## src/rtl/sram_ctrl.sv

```systemverilog
// Purpose : splits each 32-bit MEM-stage load/store into two 16-bit async SRAM accesses.
// Latency : 2*ACC_CYCLES+1 cycles per access, with ready high only in the final (DONE) cycle.
// Backpr. : ready stays low while a request is pending and not yet DONE, which freezes the pipeline.
//
// Ports:
//   clk, rst                      - clock, synchronous active-high reset
//   rd_en, wr_en, address, wr_data - MEM-stage request (wr_en wins if both are set)
//   ready, rd_data, busy           - pipeline handshake, load result, FSM-active flag
//   sram_addr, sram_dq_out, sram_dq_in, sram_dq_oe, sram_we_n, sram_oe_n - SRAM pins
module sram_ctrl #(
  parameter int BASE_ADDR  = 1024,
  parameter int ACC_CYCLES = 2
) (
  input  logic        clk,
  input  logic        rst,
  input  logic        rd_en,
  input  logic        wr_en,
  input  logic [31:0] address,
  input  logic [31:0] wr_data,
  output logic        ready,
  output logic [31:0] rd_data,
  output logic        busy,
  output logic [17:0] sram_addr,
  output logic [15:0] sram_dq_out,
  input  logic [15:0] sram_dq_in,
  output logic        sram_dq_oe,
  output logic        sram_we_n,
  output logic        sram_oe_n
);

  typedef enum logic [1:0] {IDLE, LO, HI, DONE} state_t;

  localparam logic [3:0] ACC_LAST = 4'(ACC_CYCLES - 1);

  state_t      state;
  logic [3:0]  cnt;
  logic [16:0] widx;
  logic        wr_op;
  logic [15:0] wr_hi;
  logic [31:0] offset;
  logic        unused_offset_bits;

  // Word index relative to the data-memory base; addresses below the base
  // simply wrap modulo 2^17 words.
  assign offset             = address - 32'(BASE_ADDR);
  assign unused_offset_bits = ^{offset[31:19], offset[1:0]};

  assign ready = ~(rd_en | wr_en) | (state == DONE);

  always_ff @(posedge clk) begin
    if (rst) begin
      state       <= IDLE;
      cnt         <= '0;
      widx        <= '0;
      wr_op       <= 1'b0;
      wr_hi       <= '0;
      rd_data     <= '0;
      busy        <= 1'b0;
      sram_addr   <= '0;
      sram_dq_out <= '0;
      sram_dq_oe  <= 1'b0;
      sram_we_n   <= 1'b1;
      sram_oe_n   <= 1'b1;
    end else begin
      case (state)
        IDLE: begin
          if (rd_en | wr_en) begin
            state     <= LO;
            busy      <= 1'b1;
            cnt       <= '0;
            widx      <= offset[18:2];
            wr_op     <= wr_en;
            wr_hi     <= wr_data[31:16];
            sram_addr <= {offset[18:2], 1'b0};
            if (wr_en) begin
              sram_dq_out <= wr_data[15:0];
              sram_dq_oe  <= 1'b1;
              sram_we_n   <= 1'b0;
              sram_oe_n   <= 1'b1;
            end else begin
              sram_dq_oe  <= 1'b0;
              sram_we_n   <= 1'b1;
              sram_oe_n   <= 1'b0;
            end
          end
        end
        LO: begin
          if (cnt == ACC_LAST) begin
            // Strobes stay asserted across the half boundary; only the
            // address and write data move to the upper half-word.
            cnt       <= '0;
            state     <= HI;
            sram_addr <= {widx, 1'b1};
            if (wr_op) sram_dq_out   <= wr_hi;
            else       rd_data[15:0] <= sram_dq_in;
          end else begin
            cnt <= cnt + 4'd1;
          end
        end
        HI: begin
          if (cnt == ACC_LAST) begin
            cnt        <= '0;
            state      <= DONE;
            sram_dq_oe <= 1'b0;
            sram_we_n  <= 1'b1;
            sram_oe_n  <= 1'b1;
            if (!wr_op) rd_data[31:16] <= sram_dq_in;
          end else begin
            cnt <= cnt + 4'd1;
          end
        end
        DONE: begin
          state <= IDLE;
          busy  <= 1'b0;
        end
        default: state <= IDLE;
      endcase
    end
  end

endmodule

```

## config.mk

```make
export PLATFORM = sky130hd
export DESIGN_NAME = sram_ctrl
export DESIGN_NICKNAME = d
export VERILOG_FILES = /design/src/rtl/sram_ctrl.sv
export SDC_FILE = /design/constraint.sdc
export NUM_CORES = 1
export LEC_CHECK = 0
export CAP_MARGIN = 0
export CORE_ASPECT_RATIO = 0.75
export CORE_UTILIZATION = 35
export DETAILED_ROUTE_END_ITERATION = 6
export SLEW_MARGIN = 10
export SYNTH_ARGS = -nofsm -noshare
export SYNTH_HDL_FRONTEND = slang
export SYNTH_SLANG_ARGS = --single-unit
```

## constraint.sdc

```tcl
create_clock -name clk -period 2.5 [get_ports clk]
set_clock_uncertainty 0.05 [all_clocks]
set_input_delay 0.375 -clock clk [delete_from_list [all_inputs] [get_ports clk]]
set_output_delay 0.375 -clock clk [all_outputs]
set_load 0.005 [all_outputs]
```

==> results.sh <==
export IMPL_post_place_ws_ps=224
export IMPL_dr_pass1_iters=4
export IMPL_yosysTopAreaCellShare_pct=48.2
export IMPL_synthCells=541
export IMPL_layout_setup_ws_ps=287
export IMPL_io_pins=155
export IMPL_use_met3_pct=7.99
export IMPL_clock_latency_ps=340
export IMPL_total_power_mw=6.91
export IMPL_postCtsHoldBufs=0
export IMPL_post_cts_setup_buffers=0
export IMPL_wire_per_inst_um=15.2
export IMPL_synth_seq_cells=110
export IMPL_die_area_um2=13500
export IMPL_vdd_ir_drop_max_mv=0.446
export IMPL_cap_violations=0
export IMPL_min_period_ps=2210
export IMPL_critPathTopFamily="compound AO/OA/AOI/OAI gates"
export IMPL_setup_viol=0
export IMPL_whs_ps=387
export IMPL_synth_avg_cell_area_um2=8.45
export IMPL_cts_buffer_depth=2
export IMPL_num_vias=4162
export IMPL_yosys_area_share_simple_pct=19.6
export IMPL_rows=35
export IMPL_synth_distinct_cells=49
export IMPL_grt_first_pass_wirelength_mm=20.1
export IMPL_synth_area_um2=4570
export IMPL_yosys_warnings=0
export IMPL_die_h_um=101
export IMPL_drcViolationCount=0
export IMPL_hold_class="in -> reg"
export IMPL_synth_compound_area_share_pct=18.0
export IMPL_viasPerCell=4.98
export IMPL_cp_num_buf_inv=2
export IMPL_grtUsageMet2_pct=29.4
export IMPL_ant_nets=0
export IMPL_relSlewSlack_pct=57.2
export IMPL_tritoncts="yes"
export IMPL_start_util_pct=36.5
export IMPL_yosysTopAreaCell="dfxtp_1"
export IMPL_dp_cells=820
export IMPL_met1_usage_pct=24.2
export IMPL_first_global_vias=4076
export IMPL_cts_htree_levels=3
export IMPL_synth_seq_area_share_pct=48.2
export IMPL_slew_violations=0
export IMPL_period_share_pct=88.5
export IMPL_ctsResizeCount=0
export IMPL_synthFlopType="dfxtp_1"
export IMPL_leakage_nw=2.31
export IMPL_tightest_slew_ps=632
export IMPL_rsz0062_at_grt="no"
export IMPL_cts_buffers=9
export IMPL_routed_wl_mm=12.7
export IMPL_yosys_area_share_xor_xnor_pct=1.15
export IMPL_drt_iter0_markers=199
export IMPL_placedInstanceArea_um2=6140
export IMPL_fin_area_um2=6450
export IMPL_max_stage_delay_ps=430
export IMPL_cp_slowest_cell="a2111oi_0"
export IMPL_final_cells=836
export IMPL_status="finished clean"
export IMPL_coreArea_um2=12500
export IMPL_clock_sinks=110
export IMPL_required_ps=2740
export IMPL_crit_type="reg -> reg"
export IMPL_crit_path_start_kind="register"
export IMPL_path_cells="inv_1 > ha_1 > nor3b_1 > buf_4 > a211o_1 > a2111oi_0 > a31o_2"
export IMPL_synth_area_leaders="dfxtp_1 (48%), nand2_1 (11%), a21oi_1 (7.1%)"
export IMPL_port_buffers=139
export IMPL_setup_tns_ps=0
export IMPL_clk_pin_slew_worst_paths_ps=70
export IMPL_die_width_um=134
export IMPL_gp_congestion=0.766
export IMPL_cts_root_buf="clkbuf_16"
export IMPL_nets=757
export IMPL_synthTopCellsByCount="nand2_1 (133), dfxtp_1 (110), a21oi_1 (65)"
export IMPL_end_kind="register"
export IMPL_busiest_layer="met2"
export IMPL_max_freq_mhz=452
export IMPL_syn2layout_area_growth_pct=41.0
export IMPL_post_synth_top_count_cell="nand2_1"
export IMPL_num_antenna_cells=0
export IMPL_synth_fa_ha_area_share_pct=2.19
export IMPL_synthArstFlopShare_pct=0
export IMPL_synth_mux_area_share_pct=6.40
export IMPL_final_core_util_pct=51.5
export IMPL_drive_above_1_share_pct=7.31
export IMPL_hold_viol_final=0
export IMPL_grt_total_usage_pct=18.9
export IMPL_crit_arrival_ps=2450
export IMPL_p_per_area_nw_per_um2=1070
export IMPL_grt_max_degree=70
export IMPL_overflow=0
export IMPL_dp_hpwl_mm=8.81
export IMPL_cp_max_fo=11
export IMPL_synth_top_family_by_area="simple AND/OR/NAND/NOR gates"
export IMPL_antenna_found_initial=0
export IMPL_synth_nets=633
export IMPL_synth_edf_count=0
[cells in the final DEF, fill, tap and decap left out, drive strengths merged, types with 2 or more instances in the layout]
cell type	n
nor3b	3
clkbuf	9
nor2	44
nand2b	2
a211o	2
ha	8
mux2i	27
nand2	133
o21a	2
a211oi	32
nor2b	2
clkinv	2
dfxtp	110
nand3	10
o21ai	14
clkdlybuf4s50	138
a21oi	65
nor3	6
xnor2	3
or3b	2
inv	8
xor2	3
buf	14
clkinvlp	3
nand4	3
o211ai	3
mux2	2
[registers in the layout, summed over array words and instances, names as in the netlist]
signal and cells:
wr_hi 16, wr_op 1, sram_addr 18, sram_we_n 1, sram_dq_oe 1, sram_oe_n 1, widx 17, cnt 4
sram_dq_out 16, busy 1, rd_data 32, state 2
[where the power goes]
part	switching [mW]	total, mW	internal, mW	leakage, nW
clock network	0.675	1.46	0.790	0.140
logic	1.62	3.03	1.41	1.26
registers	0.227	2.42	2.19	0.902
total	2.52	6.91	4.39	2.31
[final timing paths]
check | startpoint | to | slack (ps) | cells past startpoint
setup / recovery | state[0]$_SDFFE_PP0P_ | sram_addr[13]$_SDFFE_PP0P_ | 290 | 7
hold / removal | rst | cnt[1]$_SDFFE_PP0P_ | 390 | 2
setup reg to reg | state[0]$_SDFFE_PP0P_ | sram_addr[13]$_SDFFE_PP0P_ | 290 | 7
hold reg to reg | rd_data[27]$_SDFFE_PP0P_ | rd_data[27]$_SDFFE_PP0P_ | 400 | 2
[kinds of logic after synthesis]
logic type | count (synthesis)
AO/OA/AOI/OAI | 129
XOR/XNOR | 6
adder cells (fa/ha/maj) | 8
buffers and inverters | 46
flip-flops | 110
multiplexers | 29
AND/OR/NAND/NOR | 213
[per-layer routing]
| metal | share of wire [%] | up-vias |
|---|---|---|
| li1 | - | 2091 |
| met1 | 47 | 1944 |
| met2 | 42 | 117 |
| met3 | 9.6 | 10 |
| met4 | 1.1 | 0 |
| met5 | 0 | - |
[final cells by class]
| type | count | area, µm² |
|---|---|---|
| clock inverter | 7 | 81.3 |
| fill | 1206 | 6070 |
| timing repair buffer | 152 | 1520 |
| tap | 166 | 208 |
| sequential | 110 | 2200 |
| inverter | 7 | 26.3 |
| multi-input combinational | 385 | 2180 |
| clock buffer | 9 | 225 |
No activity file was read; power rests on OpenSTA's default activity.
==> RTL edit: new RTL, config.mk and constraints unchanged <==
Reset style: asynchronous (`rst`), changed in one clocked block. Comments in the files are not updated.
--- a/src/rtl/sram_ctrl.sv
+++ b/src/rtl/sram_ctrl.sv
@@ -49,3 +49,3 @@
 
-  always_ff @(posedge clk) begin
+  always_ff @(posedge clk or posedge rst) begin
     if (rst) begin
Behaviour: differs if rst is asserted again (counterexample within 4 cycles, from zero or initial values and one cycle with rst high); with rst held inactive, the same outputs for 10 cycles.
==> RTL edit against the unedited design <==
Design area grew 5.3%; hold slack improved by 0.041 ns; sequential share of layout area rose by 6.4 points; die area increased by 5.1%; area after synthesis increased by 5.2%; first-iteration DRC count unchanged; power increased by 26%; routed wire length down 14%; sequential cell count stayed put; worst setup slack improved by 0.034 ns; sequential power rose by 31%.
==> RTL edit: results (changes against the unedited design) <==
* Status: finished clean
* Syn nets at 471 (-26%)
* Placed Instances at 683 (-17%)
* P_leak at 2.83 nW (+23%)
* Number of global-route vias before repair at 3397 (-17%)
* Worst min-delay path class: in2async
* Met2 WL post-DR at 5.20 mm (-3.1%)
* Sequential area share after synthesis at 57.3% (+9.1 points)
* Routed len/inst at 15.7 um (+3.3%)
* Critical Path Fanout Max at 24 (+13)
* HPWL after DPL at 7.68 mm (-13%)
* Pre-CTS setup slack at 0.234 ns (+0.0101 ns)
* GR Util met1 at 20.5% (-3.7 points)
* Post-route insts no fill at 699 (-16%)
* CP max stage delay at 0.52 ns (+0.09 ns)
* Most used DFF post-synth: dfrtp_1
* Share of layout cells above drive strength 1 at 24.8% (+17 points)
* Peak supply drop at 0.569 mV (+28%)
* Max_slew headroom at 52.9% (-4.3 points)
* Routing usage on met3 at 5.68% (-2.3 points)
* Met2 Track Usage GR at 26.0% (-3.5 points)
* Total track usage at 16.2% (-2.7 points)
* Post-synthesis mux area share at 22.9% (+17 points)
* Slowest CP cell: or3b_1
* Net count, final at 615 (-19%)
* CP arrival at 2.35 ns (-0.10 ns)
* Synth Area in XOR/XNOR at 1.27% (+0.12 points)
* Worst path top cell family by delay: simple AND/OR/NAND/NOR gates
-- RTL edit: cell types whose count changed after synthesis, moves of 3 or more --
cell,change
o21ai_0,+16
nor2_1,-33
a211oi_1,-24
inv_1,+4
clkbuf_1,-19
dfrtp_1,+108
dfxtp_1,-110
a21oi_1,-57
mux2i_1,-18
mux2_2,+86
nor3_1,-3
a211oi_2,-6
nand2_1,-96
-- RTL edit: power by group --
group / internal (W) / total [W] / switching, W
logic: 0.00242 / 0.00402 / 0.00161
registers: 0.00271 / 0.00317 / 0.000464
clock network: 0.000792 / 0.00148 / 0.000688
total: 0.00592 / 0.00868 / 0.00276
-- RTL edit: final cells by class --
class                      instances  area, um2  area share, %
clock inverter                     7       80.1           1.18
multi-input combinational        239       1930           28.4
sequential                       110       2760           40.6
tap                              171        214           3.15
clock buffer                       9        225           3.31
timing repair buffer             153       1550           22.8
inverter                          10       41.3          0.608
-- RTL edit: path summary, 6_finish.rpt --
kind                                                from  cells past startpoint  slack (ns)                  endpoint
worst min register to register  sram_addr[1]$_DFFE_PP0P_                      2        0.43  sram_addr[1]$_DFFE_PP0P_
max in group asynchronous                            rst                      3        1.31     sram_oe_n$_DFFE_PP1P_
min in group clk                sram_addr[1]$_DFFE_PP0P_                      2        0.43  sram_addr[1]$_DFFE_PP0P_
worst max register to register        cnt[1]$_DFFE_PP0P_                      7        0.32  sram_addr[0]$_DFFE_PP0P_
worst max-delay path                  cnt[1]$_DFFE_PP0P_                      7        0.32  sram_addr[0]$_DFFE_PP0P_
worst min-delay path                                 rst                      2        0.43   rd_data[19]$_DFFE_PP0P_
